==> config.mk <==
export PLATFORM = sky130hd
export DESIGN_NAME = instruction_fetch_unit
export DESIGN_NICKNAME = d
export VERILOG_FILES = /design/src/rtl/instruction_fetch_unit_pkg.sv /design/src/rtl/instruction_fetch_unit_fetch_fifo.sv /design/src/rtl/instruction_fetch_unit.sv
export SDC_FILE = /design/constraint.sdc
export NUM_CORES = 1
export LEC_CHECK = 0
export CAP_MARGIN = 20
export CORE_MARGIN = 10
export CORE_UTILIZATION = 35
export DETAILED_ROUTE_END_ITERATION = 6
export GPL_TIMING_DRIVEN = 0
export MAX_ROUTING_LAYER = met4
export SETUP_SLACK_MARGIN = 0.3
export SYNTH_ARGS = -nofsm -noshare
export SYNTH_HDL_FRONTEND = slang
export SYNTH_SLANG_ARGS = --single-unit
==> constraint.sdc <==
create_clock -name clk -period 4.9 [get_ports clk]
set_clock_uncertainty 0.05 [all_clocks]
set_input_delay 1.225 -clock clk [delete_from_list [all_inputs] [get_ports clk]]
set_output_delay 1.225 -clock clk [all_outputs]
set_load 0.005 [all_outputs]
==> src/rtl/instruction_fetch_unit_pkg.sv <==
// Shared types and constants for the instruction fetch front end.
// Holds the word/PC widths, FSM state encoding and the FIFO entry layout.
package instruction_fetch_unit_pkg;

    localparam int DATA_WIDTH        = 32;
    localparam int INSTRUCTION_WIDTH = 32;

    localparam logic [DATA_WIDTH-1:0] PC_STEP = 32'd4;

    typedef enum logic [1:0] {
        S_BOOT  = 2'd0,
        S_RUN   = 2'd1,
        S_FLUSH = 2'd2
    } ifu_state_e;

    typedef struct packed {
        logic [INSTRUCTION_WIDTH-1:0] inst;
        logic [DATA_WIDTH-1:0]        pc;
    } fetch_entry_t;

    function automatic logic [DATA_WIDTH-1:0] align_word(input logic [DATA_WIDTH-1:0] addr);
        return {addr[DATA_WIDTH-1:2], 2'b00};
    endfunction

endpackage

==> src/rtl/instruction_fetch_unit_fetch_fifo.sv <==
// Generic synchronous FIFO with clear; data visible one cycle after push, no bypass.
// No internal backpressure: caller must not push when full unless popping the same cycle.
module fetch_fifo #(
    parameter int DEPTH = 2,
    parameter int WIDTH = 64
) (
    input  logic                       clk,
    input  logic                       rst_n,
    input  logic                       push,
    input  logic [WIDTH-1:0]           push_dat,
    input  logic                       pop,
    input  logic                       clear,
    output logic [WIDTH-1:0]           pop_dat,
    output logic                       full,
    output logic                       empty,
    output logic [$clog2(DEPTH):0]     count
);

    localparam int AW = $clog2(DEPTH);
    localparam int CW = AW + 1;

    logic [WIDTH-1:0] mem_q [DEPTH];
    logic [WIDTH-1:0] mem_d [DEPTH];
    logic [AW-1:0]    wr_ptr_q, wr_ptr_d;
    logic [AW-1:0]    rd_ptr_q, rd_ptr_d;
    logic [CW-1:0]    count_q, count_d;
    logic             do_push;
    logic             do_pop;

    always_comb begin
        mem_d    = mem_q;
        wr_ptr_d = wr_ptr_q;
        rd_ptr_d = rd_ptr_q;
        count_d  = count_q;
        do_pop   = pop && !empty;
        do_push  = push && (!full || do_pop);
        if (clear) begin
            wr_ptr_d = '0;
            rd_ptr_d = '0;
            count_d  = '0;
        end else begin
            if (do_push) begin
                mem_d[wr_ptr_q] = push_dat;
                wr_ptr_d        = wr_ptr_q + AW'(1);
            end
            if (do_pop) begin
                rd_ptr_d = rd_ptr_q + AW'(1);
            end
            count_d = count_q + CW'(do_push) - CW'(do_pop);
        end
    end

    always_ff @(posedge clk or negedge rst_n) begin
        if (!rst_n) begin
            for (int i = 0; i < DEPTH; i++) begin
                mem_q[i] <= '0;
            end
            wr_ptr_q <= '0;
            rd_ptr_q <= '0;
            count_q  <= '0;
        end else begin
            mem_q    <= mem_d;
            wr_ptr_q <= wr_ptr_d;
            rd_ptr_q <= rd_ptr_d;
            count_q  <= count_d;
        end
    end

    assign empty   = (count_q == '0);
    assign full    = (count_q == CW'(DEPTH));
    assign count   = count_q;
    // Head reads as zero when empty so the decoder never sees stale words.
    assign pop_dat = empty ? '0 : mem_q[rd_ptr_q];

endmodule

==> src/rtl/instruction_fetch_unit.sv <==
// Fetch front end: PC, credit-limited word requests, in-order response queue, redirect flush.
// Latency request->inst_valid = memory latency + 1; inst_ready low stalls the head and throttles requests via credits.
module instruction_fetch_unit
    import instruction_fetch_unit_pkg::*;
#(
    parameter logic [DATA_WIDTH-1:0] RESET_PC   = 32'h0000_0000,
    parameter int                    FIFO_DEPTH = 2
) (
    input  logic                         clk,
    input  logic                         reset_n,
    output logic                         imem_req_valid,
    input  logic                         imem_req_ready,
    output logic [DATA_WIDTH-1:0]        imem_req_addr,
    input  logic                         imem_resp_valid,
    input  logic [INSTRUCTION_WIDTH-1:0] imem_resp_data,
    input  logic                         redirect_valid,
    input  logic [DATA_WIDTH-1:0]        redirect_pc,
    output logic                         inst_valid,
    input  logic                         inst_ready,
    output logic [INSTRUCTION_WIDTH-1:0] inst_out,
    output logic [DATA_WIDTH-1:0]        inst_pc,
    output logic                         fetch_misaligned
);

    localparam int CW = $clog2(FIFO_DEPTH) + 1;

    ifu_state_e            state_q, state_d;
    logic [DATA_WIDTH-1:0] pc_q, pc_d;
    logic [DATA_WIDTH-1:0] resp_pc_q, resp_pc_d;
    logic [CW-1:0]         in_flight_q, in_flight_d;
    logic [CW-1:0]         drop_cnt_q, drop_cnt_d;
    logic                  misaligned_q, misaligned_d;

    logic [CW-1:0]         fifo_count;
    logic                  fifo_full;
    logic                  fifo_empty;
    logic                  fifo_push;
    logic                  fifo_pop;
    fetch_entry_t          push_ent;
    fetch_entry_t          head_ent;
    logic [CW:0]           credits_used;
    logic                  req_fire;

    // Queue occupancy plus outstanding requests never exceeds FIFO_DEPTH, so responses always fit.
    always_comb begin
        credits_used   = {1'b0, fifo_count} + {1'b0, in_flight_q};
        imem_req_valid = (state_q == S_RUN) && !redirect_valid
                         && (credits_used < (CW+1)'(FIFO_DEPTH));
        req_fire       = imem_req_valid && imem_req_ready;
        inst_valid     = !fifo_empty && !redirect_valid;
        fifo_pop       = inst_valid && inst_ready;
        fifo_push      = imem_resp_valid && !redirect_valid && (drop_cnt_q == '0);
        push_ent.inst  = imem_resp_data;
        push_ent.pc    = resp_pc_q;
    end

    always_comb begin
        pc_d         = pc_q;
        resp_pc_d    = resp_pc_q;
        drop_cnt_d   = drop_cnt_q;
        in_flight_d  = in_flight_q + CW'(req_fire) - CW'(imem_resp_valid);
        misaligned_d = redirect_valid && (|redirect_pc[1:0]);
        if (redirect_valid) begin
            pc_d       = align_word(redirect_pc);
            resp_pc_d  = align_word(redirect_pc);
            // Everything still outstanding after this cycle belongs to the old path.
            drop_cnt_d = in_flight_d;
        end else begin
            if (req_fire) begin
                pc_d = pc_q + PC_STEP;
            end
            if (fifo_push) begin
                resp_pc_d = resp_pc_q + PC_STEP;
            end
            if (imem_resp_valid && (drop_cnt_q != '0)) begin
                drop_cnt_d = drop_cnt_q - CW'(1);
            end
        end
    end

    always_comb begin
        state_d = state_q;
        case (state_q)
            S_BOOT:  state_d = S_RUN;
            S_RUN:   if (redirect_valid && (drop_cnt_d != '0)) state_d = S_FLUSH;
            S_FLUSH: if (drop_cnt_d == '0) state_d = S_RUN;
            default: state_d = S_BOOT;
        endcase
    end

    always_ff @(posedge clk or negedge reset_n) begin
        if (!reset_n) begin
            state_q      <= S_BOOT;
            pc_q         <= RESET_PC;
            resp_pc_q    <= RESET_PC;
            in_flight_q  <= '0;
            drop_cnt_q   <= '0;
            misaligned_q <= 1'b0;
        end else begin
            state_q      <= state_d;
            pc_q         <= pc_d;
            resp_pc_q    <= resp_pc_d;
            in_flight_q  <= in_flight_d;
            drop_cnt_q   <= drop_cnt_d;
            misaligned_q <= misaligned_d;
        end
    end

    fetch_fifo #(
        .DEPTH (FIFO_DEPTH),
        .WIDTH ($bits(fetch_entry_t))
    ) u_fifo (
        .clk      (clk),
        .rst_n    (reset_n),
        .push     (fifo_push),
        .push_dat (push_ent),
        .pop      (fifo_pop),
        .clear    (redirect_valid),
        .pop_dat  (head_ent),
        .full     (fifo_full),
        .empty    (fifo_empty),
        .count    (fifo_count)
    );

    assign imem_req_addr    = pc_q;
    assign inst_out         = head_ent.inst;
    assign inst_pc          = head_ent.pc;
    assign fetch_misaligned = misaligned_q;

    a_no_overflow: assert property (@(posedge clk) disable iff (!reset_n)
        !(fifo_push && fifo_full && !fifo_pop));

endmodule

==> impl_metrics.tcl, run 1 <==
set metrics [dict create \
    port_buffers 163 \
    dp_worst_setup_slack_ps 529 \
    final_setup_violations 0 \
    post-route-period-util_pct 84.1 \
    grt_start_max_net_pins 100 \
    cts-resized-gates 0 \
    route.detailed.wl_per_inst_um 19.0 \
    setup_total_negative_slack_ps 0 \
    core-area_um2 26800 \
    clock-root-buffer "clkbuf_16" \
    cp_max_fo 10 \
    hold_path_class "reg -> reg" \
    antenna_violations_before_repair 0 \
    worstSetupStartpointType "flip-flop" \
    critical_path.reg2reg.startpoint "u_fifo.count[0]$_DFF_PN0_" \
    p_comb_share_pct 31.0 \
    detail_route.iter0.violations 314 \
    area_after_dpl_um2 11600 \
    drt_first_pass_iters 4 \
    grt_pass1_wl_um 41000 \
    vias 6782 \
    met3_resource_use_gr_pct 3.70 \
    met1_usage_pct 21.1 \
    timing.fmax_ghz 0.243 \
    routabilityCongestion 0.854 \
    cts_setup_buffers 0 \
    ys_warn_count 0 \
    grt.busiest_layer "met2" \
    edff_count_synth 0 \
    required_time_of_the_critical_path_ps 3620 \
    hold_viol 0 \
    worst_skew_late_latency_ps 440 \
    vdd_drop_max_v 0.000218 \
    max_cap_viol_count 0 \
    area_growth_syn_to_layout_pct 28.3 \
    cp_cell_sequence "clkbuf_1 -> buf_1 -> mux2i_1 -> nor2_1 -> clkdlybuf4s50_1" \
    floorplan.die_area_um2 34100 \
    ctsHoldBuffers 0 \
    r2r_cells 14 \
    hold_path.startpoint "u_fifo.mem_q[76]$_DFFE_PN0P_" \
    synth.ff_latch_count 195 \
    period_minus_slack_ps 4120 \
    rows 60 \
    internal_power_mw 3.84 \
    power.clock.fraction_pct 24.4 \
    layout.filler_cells 2563 \
    syn_inst 823 \
    worst_slew_margin_rel_pct 30.4 \
    nets 1088 \
    status "finished clean" \
    critical_path_class "reg -> out" \
    postRouteWirelength_um 25900 \
    leakage_nw 4.94 \
    power_mw 5.61 \
    finalMaxSlewViolations 0 \
    total_grt_usage_pct 15.9 \
    netlist-cell-type-count 40 \
    final_antenna_violating_net_count 0 \
    whs_path_depth 1 \
    r2r_slack_ps 850 \
    synth_ff_type "dfrtp_1" \
    antenna-diode-count 0 \
    syn-mean-instance-area_um2 11.5 \
    route.detailed.drc 0 \
    seq_power_share_pct 44.6 \
    layout-drive-gt1-share_pct 19.1 \
    critical_path_arrival_ps 2840 \
    total_switching_power_mw 1.76 \
    cts_tree "done" \
    worstSetupEndpointType "output port" \
    peak_per_stage_delay_on_the_critical_path_ps 660 \
    netlist_area_um2 9480 \
    cts_htree_levels 4 \
    critPathTopFamily "buffers and inverters" \
    top_level_pins 169 \
    initial_utilization_pct 35.4 \
    timing_worst_slew_pin_value_ps 1030 \
    holdWs_ps 455 \
    clock_tree.buffer_depth 2 \
    ys_seq_area_share_pct 51.5 \
    clock_sinks 195 \
    cts-buffers-inserted 17 \
    die_h_um 185 \
    power.density_cell_area_nw_per_um2 461 \
    global_route.overflow_total 0 \
    unrepaired_setup_endpoints_after_global_routing "no" \
    timing.final.ws_setup_ps 781 \
    power_switching_share_pct 31.5 \
    worstHoldEndpoint "u_fifo.mem_q[76]$_DFFE_PN0P_" \
    via_count_of_the_first_global_routing_pass 7082 \
    groute.layer.met2.usage_pct 24.1 \
    cp_num_buf_inv 3 \
    die_width_um 185 \
    synthArstFlopShare_pct 100 \
    critical_path.slowest_cell "buf_1" \
    detail_route.vias_per_cell 4.97 \
    clock_transition_at_path_regs_ps 70 \
    reg2reg_to "state_q[0]$_DFFE_PN0P_" \
    dp_hpwl_um 19100 \
    fin_area_um2 12200 \
]
-- per-stage QoR --
stage          cells  util, %
2_1_floorplan    826        -
3_3_place_gp    1330     43.1
3_5_place_dp    1332     43.3
4_1_cts         1364     45.4
5_1_grt         1364     45.4
6_report        1364     45.4
-- area by class of cell --
type	instances	area, µm²	share of cell area, %
inverters	13	48.8	0.401
repair buffers	165	1670	13.7
well taps	341	427	3.51
plain buffers	48	208	1.71
clock inverters	15	143	1.17
clock buffers	17	425	3.50
flip-flops and latches	195	4880	40.1
multi-input cells	570	4370	35.9
-- worst register-to-register path: cells and delay by family (launching register included) --
| kind | cells | cell delay, ps |
|---|---|---|
| AND/OR/NAND/NOR | 3 | 1130 |
| flip-flops | 1 | 430 |
| buffers and inverters | 3 | 470 |
| AO/OA/AOI/OAI | 2 | 360 |
| multiplexers | 1 | 300 |
| adder cells (fa/ha/maj) | 3 | 1010 |
| XOR/XNOR | 2 | 270 |
-- power groups by stage --
stage / registers (mW) / logic, mW / clock network [mW]
floorplan: 2.44 / 1.11 / 0
global placement: 2.52 / 1.74 / 0
detailed placement: 2.53 / 1.77 / 0
CTS: 2.50 / 1.78 / 1.41
global route: 2.57 / 1.94 / 1.47
finish: 2.50 / 1.74 / 1.37
-- placed cells by master, fill, tap and decap left out, types with 5 or more instances in the layout --
cell             Yosys  layout
inv_6                0       7
dfrtp_1            195     195
and3_1               9       9
ha_1                 7       7
nor4_1               8       7
and2_1               7       7
inv_1               13      13
o311ai_0             9       9
nor2_1              92      92
nand4_1             28      28
clkdlybuf4s50_1      0     162
nand2_1             41      41
buf_4                4       5
o21ai_0             25      25
a21oi_1              7       7
nand3_1             26      26
mux2i_1             65      65
xor2_1              23      23
xnor2_1             28      28
mux2_2             147     147
clkbuf_16            0      17
clkbuf_1            32      32
buf_1                7       7
nor3_1              12      12
-- worst max-delay path by stage --
stage / start / end / slack (ps) / depth (start not counted)
2_1_floorplan: redirect_valid / state_q[0]$_DFFE_PN0P_ / 1020 / 13
6_report: u_fifo.rd_ptr_q$_DFFE_PN0P_ / inst_pc[30] / 780 / 5
4_1_cts: u_fifo.rd_ptr_q$_DFFE_PN0P_ / inst_pc[30] / 660 / 5
3_3_place_gp: reset_n / u_fifo.mem_q[14]$_DFFE_PN0P_ / -5920 / 1
3_5_place_dp: redirect_valid / state_q[0]$_DFFE_PN0P_ / 530 / 13
5_1_grt: u_fifo.rd_ptr_q$_DFFE_PN0P_ / inst_pc[30] / 550 / 5
-- cell families after synthesis --
| group | share of synthesized area (%) |
|---|---|
| other cells | 0.0395 |
| xor+xnor | 4.71 |
| buf+inv | 2.70 |
| compound gates | 3.76 |
| fa+ha+maj | 1.13 |
| simple gates | 11.9 |
| mux | 24.3 |
| flops | 51.5 |
-- Yosys cell counts (4+ instances only) --
master    instances  area, µm²
ha_1              7       87.6
mux2i_1          65        651
nor3_1           12       60.1
and2_1            7       43.8
nor2_1           92        345
buf_2             4       20.0
nand3_1          26        130
inv_1            13       48.8
o21ai_0          25        125
and3_1            9       56.3
a21boi_0          4       30.0
buf_1             7       26.3
o311ai_0          9       78.8
nand4_1          28        175
clkbuf_1         32        120
nor4_1            8       50.1
dfrtp_1         195       4880
xor2_1           23        201
a21oi_1           7       35.0
buf_4             4       30.0
nand2_1          41        154
xnor2_1          28        245
mux2_2          147       1660
or3_1             4       25.0
-- metal layers --
layer / share of wire, % / up-vias
li1: - / 3270
met1: 49 / 3326
met2: 45 / 174
met3: 5.6 / 12
met4: 0.72 / 0
met5: 0 / -
-- registers in the layout, indices dropped and copies added (netlist names), 2 cells and up --
| register | count |
|---|---|
| u_fifo.mem_q | 124 |
| imem_req_addr | 30 |
| resp_pc_q | 30 |
| drop_cnt_q | 2 |
| in_flight_q | 2 |
| state_q | 2 |
| u_fifo.count | 2 |
Note: power is estimated with default switching activity, not from simulation.
==> inputs of run 2 (changes only) <==
clock period = 3.7 ns   (was 4.9 ns; I/O delays follow)
==> run 2 against run 1 <==
Combinational power rose by 37%. Critical path depth rose by 9. First-iteration DRC count rose by 35%.
==> impl_metrics.tcl, run 2 (same netlist as run 1, synthesis figures left out) <==
set metrics [dict create \
    final_antenna_violating_net_count 0 \
    final_core_util_pct 46.1 \
    clock_tree.buffer_depth 2 \
    cp_num_buf_inv 3 \
    via_count_of_the_first_global_routing_pass 7289 \
    hold_viol 0 \
    total_grt_usage_pct 16.1 \
    worst_skew_late_latency_ps 440 \
    met2_length_um 11400 \
    antenna_violations_before_repair 0 \
    finalMaxSlewViolations 0 \
    unrepaired_setup_endpoints_after_global_routing "yes" \
    setup_total_negative_slack_ps 0 \
    die_width_um 185 \
    port_buffers 163 \
    top_register "u_fifo.mem_q" \
    nets 1095 \
    required_time_of_the_critical_path_ps 4030 \
    final_common_cell "dfrtp_1" \
    grt_start_max_net_pins 100 \
    core-area_um2 26800 \
    top_level_pins 169 \
    layout-drive-gt1-share_pct 21.6 \
    final_cell_mix "dfrtp_1 (195), clkdlybuf4s50_1 (161), mux2_2 (146)" \
    timing_worst_slew_pin_value_ps 1110 \
    rows 60 \
    largest_register_ff_count 124 \
    vias 6897 \
    die_h_um 185 \
    cp_max_fo 3 \
    power.density_cell_area_nw_per_um2 617 \
    power_switching_share_pct 30.8 \
    cts_tree "done" \
    topRoutingLayerUsed "met4" \
    worstSetupStartpointType "flip-flop" \
    detail_route.iter0.violations 423 \
    drt-met1-wl_um 12800 \
    postRouteWirelength_um 26300 \
    final_setup_violations 0 \
    detail_route.vias_per_cell 5.03 \
    worst_slew_margin_rel_pct 25.6 \
    met3WireLength_um 1520 \
    timing.final.ws_setup_ps 356 \
    critical_path.slowest_cell "or4b_4" \
    global_route.overflow_total 0 \
    seq_power_share_pct 43.5 \
    grt_pass1_wl_um 41500 \
    drt_first_pass_iters 5 \
    cts_htree_levels 4 \
    cts-buffers-inserted 17 \
    dp_hpwl_um 19500 \
    p_comb_share_pct 31.2 \
    power.clock.fraction_pct 25.3 \
    critical_path_class "reg -> reg" \
    dp_worst_setup_slack_ps -146 \
    critPathTopFamily "adder cells" \
    route.detailed.wl_per_inst_um 19.2 \
    max_cap_viol_count 0 \
    clock_transition_at_path_regs_ps 80 \
    power_mw 7.62 \
    status "finished clean" \
    critical_path_arrival_ps 3670 \
    total_switching_power_mw 2.35 \
    initial_utilization_pct 35.4 \
    peak_per_stage_delay_on_the_critical_path_ps 540 \
    area_growth_syn_to_layout_pct 30.2 \
    route.detailed.drc 0 \
    antenna-diode-count 0 \
    clock-root-buffer "clkbuf_16" \
    worstSetupEndpointType "flip-flop" \
    clock_sinks 195 \
    routabilityCongestion 0.857 \
    leakage_nw 5.08 \
    period_minus_slack_ps 3340 \
    timing.fmax_ghz 0.299 \
    internal_power_mw 5.28 \
    floorplan.die_area_um2 34100 \
    vdd_drop_max_v 0.000219 \
    cp_cell_sequence "and2_1 -> fa_1 -> or4b_4 -> nor2_4 -> inv_1 -> clkbuf_8 -> ha_1 -> inv_1 -> ha_1 -> xnor2_1 -> xnor2_1 -> mux2_4 -> o31ai_2 -> o21a_1" \
    post-route-period-util_pct 90.4 \
    hold_path_class "in -> async" \
]
[run 2: cell types whose count changed in the layout (fill, tap and decap cells not counted), moves of 2 or more]
cell / delta
clkbuf_1: -11
clkbuf_2: +10
buf_1: -6
buf_2: +6
buf_4: +6
inv_6: -3
inv_8: +3
bufinv_16: +2
nor2_1: -2
nor2_4: +2
[run 2: power by group through the flow]
stage	Clock (mW)	Combinational (mW)	Sequential [mW]
final	1.93	2.38	3.32
after global routing	2.08	2.64	3.41
after CTS	1.99	2.40	3.32
after detailed placement	0	2.36	3.36
after global placement	0	2.30	3.33
after floorplan	0	1.48	3.23
[run 2: stage by stage]
step           std cells  instance area [µm²]  hold slack [ps]
6_report            1371                12300              276
5_1_grt             1371                12300              272
4_1_cts             1369                12300              264
3_5_place_dp        1333                11600              444
3_3_place_gp        1330                11600              439
2_1_floorplan        826                 9510              421
[run 2: path summary, 6_finish.rpt]
check	from	cells past startpoint	end	slack (ps)
worst max-delay path	u_fifo.count[0]$_DFF_PN0_	14	state_q[0]$_DFFE_PN0P_	360
worst min-delay path	reset_n	1	u_fifo.mem_q[119]$_DFFE_PN0P_	280
worst max register to register	u_fifo.count[0]$_DFF_PN0_	14	state_q[0]$_DFFE_PN0P_	360
worst min register to register	u_fifo.mem_q[96]$_DFFE_PN0P_	1	u_fifo.mem_q[96]$_DFFE_PN0P_	460
max in group asynchronous	reset_n	3	u_fifo.mem_q[92]$_DFFE_PN0P_	2250
min in group clk	u_fifo.mem_q[96]$_DFFE_PN0P_	1	u_fifo.mem_q[96]$_DFFE_PN0P_	460
[run 2: timing repair]
action | 4_1_cts | 5_1_grt
gates resized for setup | 17 | 11
setup buffers | 4 | 2
pin swaps | 2 | 1
endpoints found under the hold margin | 0 | 0
setup endpoints to repair | 63 | 83
hold buffers | 0 | 0
[run 2: worst register-to-register path, cell delays in order (launching register included)]
cell	delay, ps
dfrtp_1	410
and2_1	160
fa_1	450
or4b_4	540
nor2_4	110
inv_1	70
clkbuf_8	130
ha_1	260
inv_1	40
ha_1	170
xnor2_1	130
xnor2_1	140
mux2_4	290
o31ai_2	190
o21a_1	140
[run 2: metal layers]
metal / vias up / GRT usage [%]
li1: 3283 / -
met1: 3364 / 21.3
met2: 212 / 23.8
met3: 38 / 3.70
met4: 0 / 5.23
met5: - / -
[run 2: area by class of cell]
cell class / instances / area, µm²
timing repair buffer: 172 / 1740
inverter: 13 / 48.8
multi-input combinational: 570 / 4400
fill: 2484 / 14500
sequential: 195 / 4880
clock inverter: 15 / 188
buffer: 48 / 238
clock buffer: 17 / 425
tap: 341 / 427
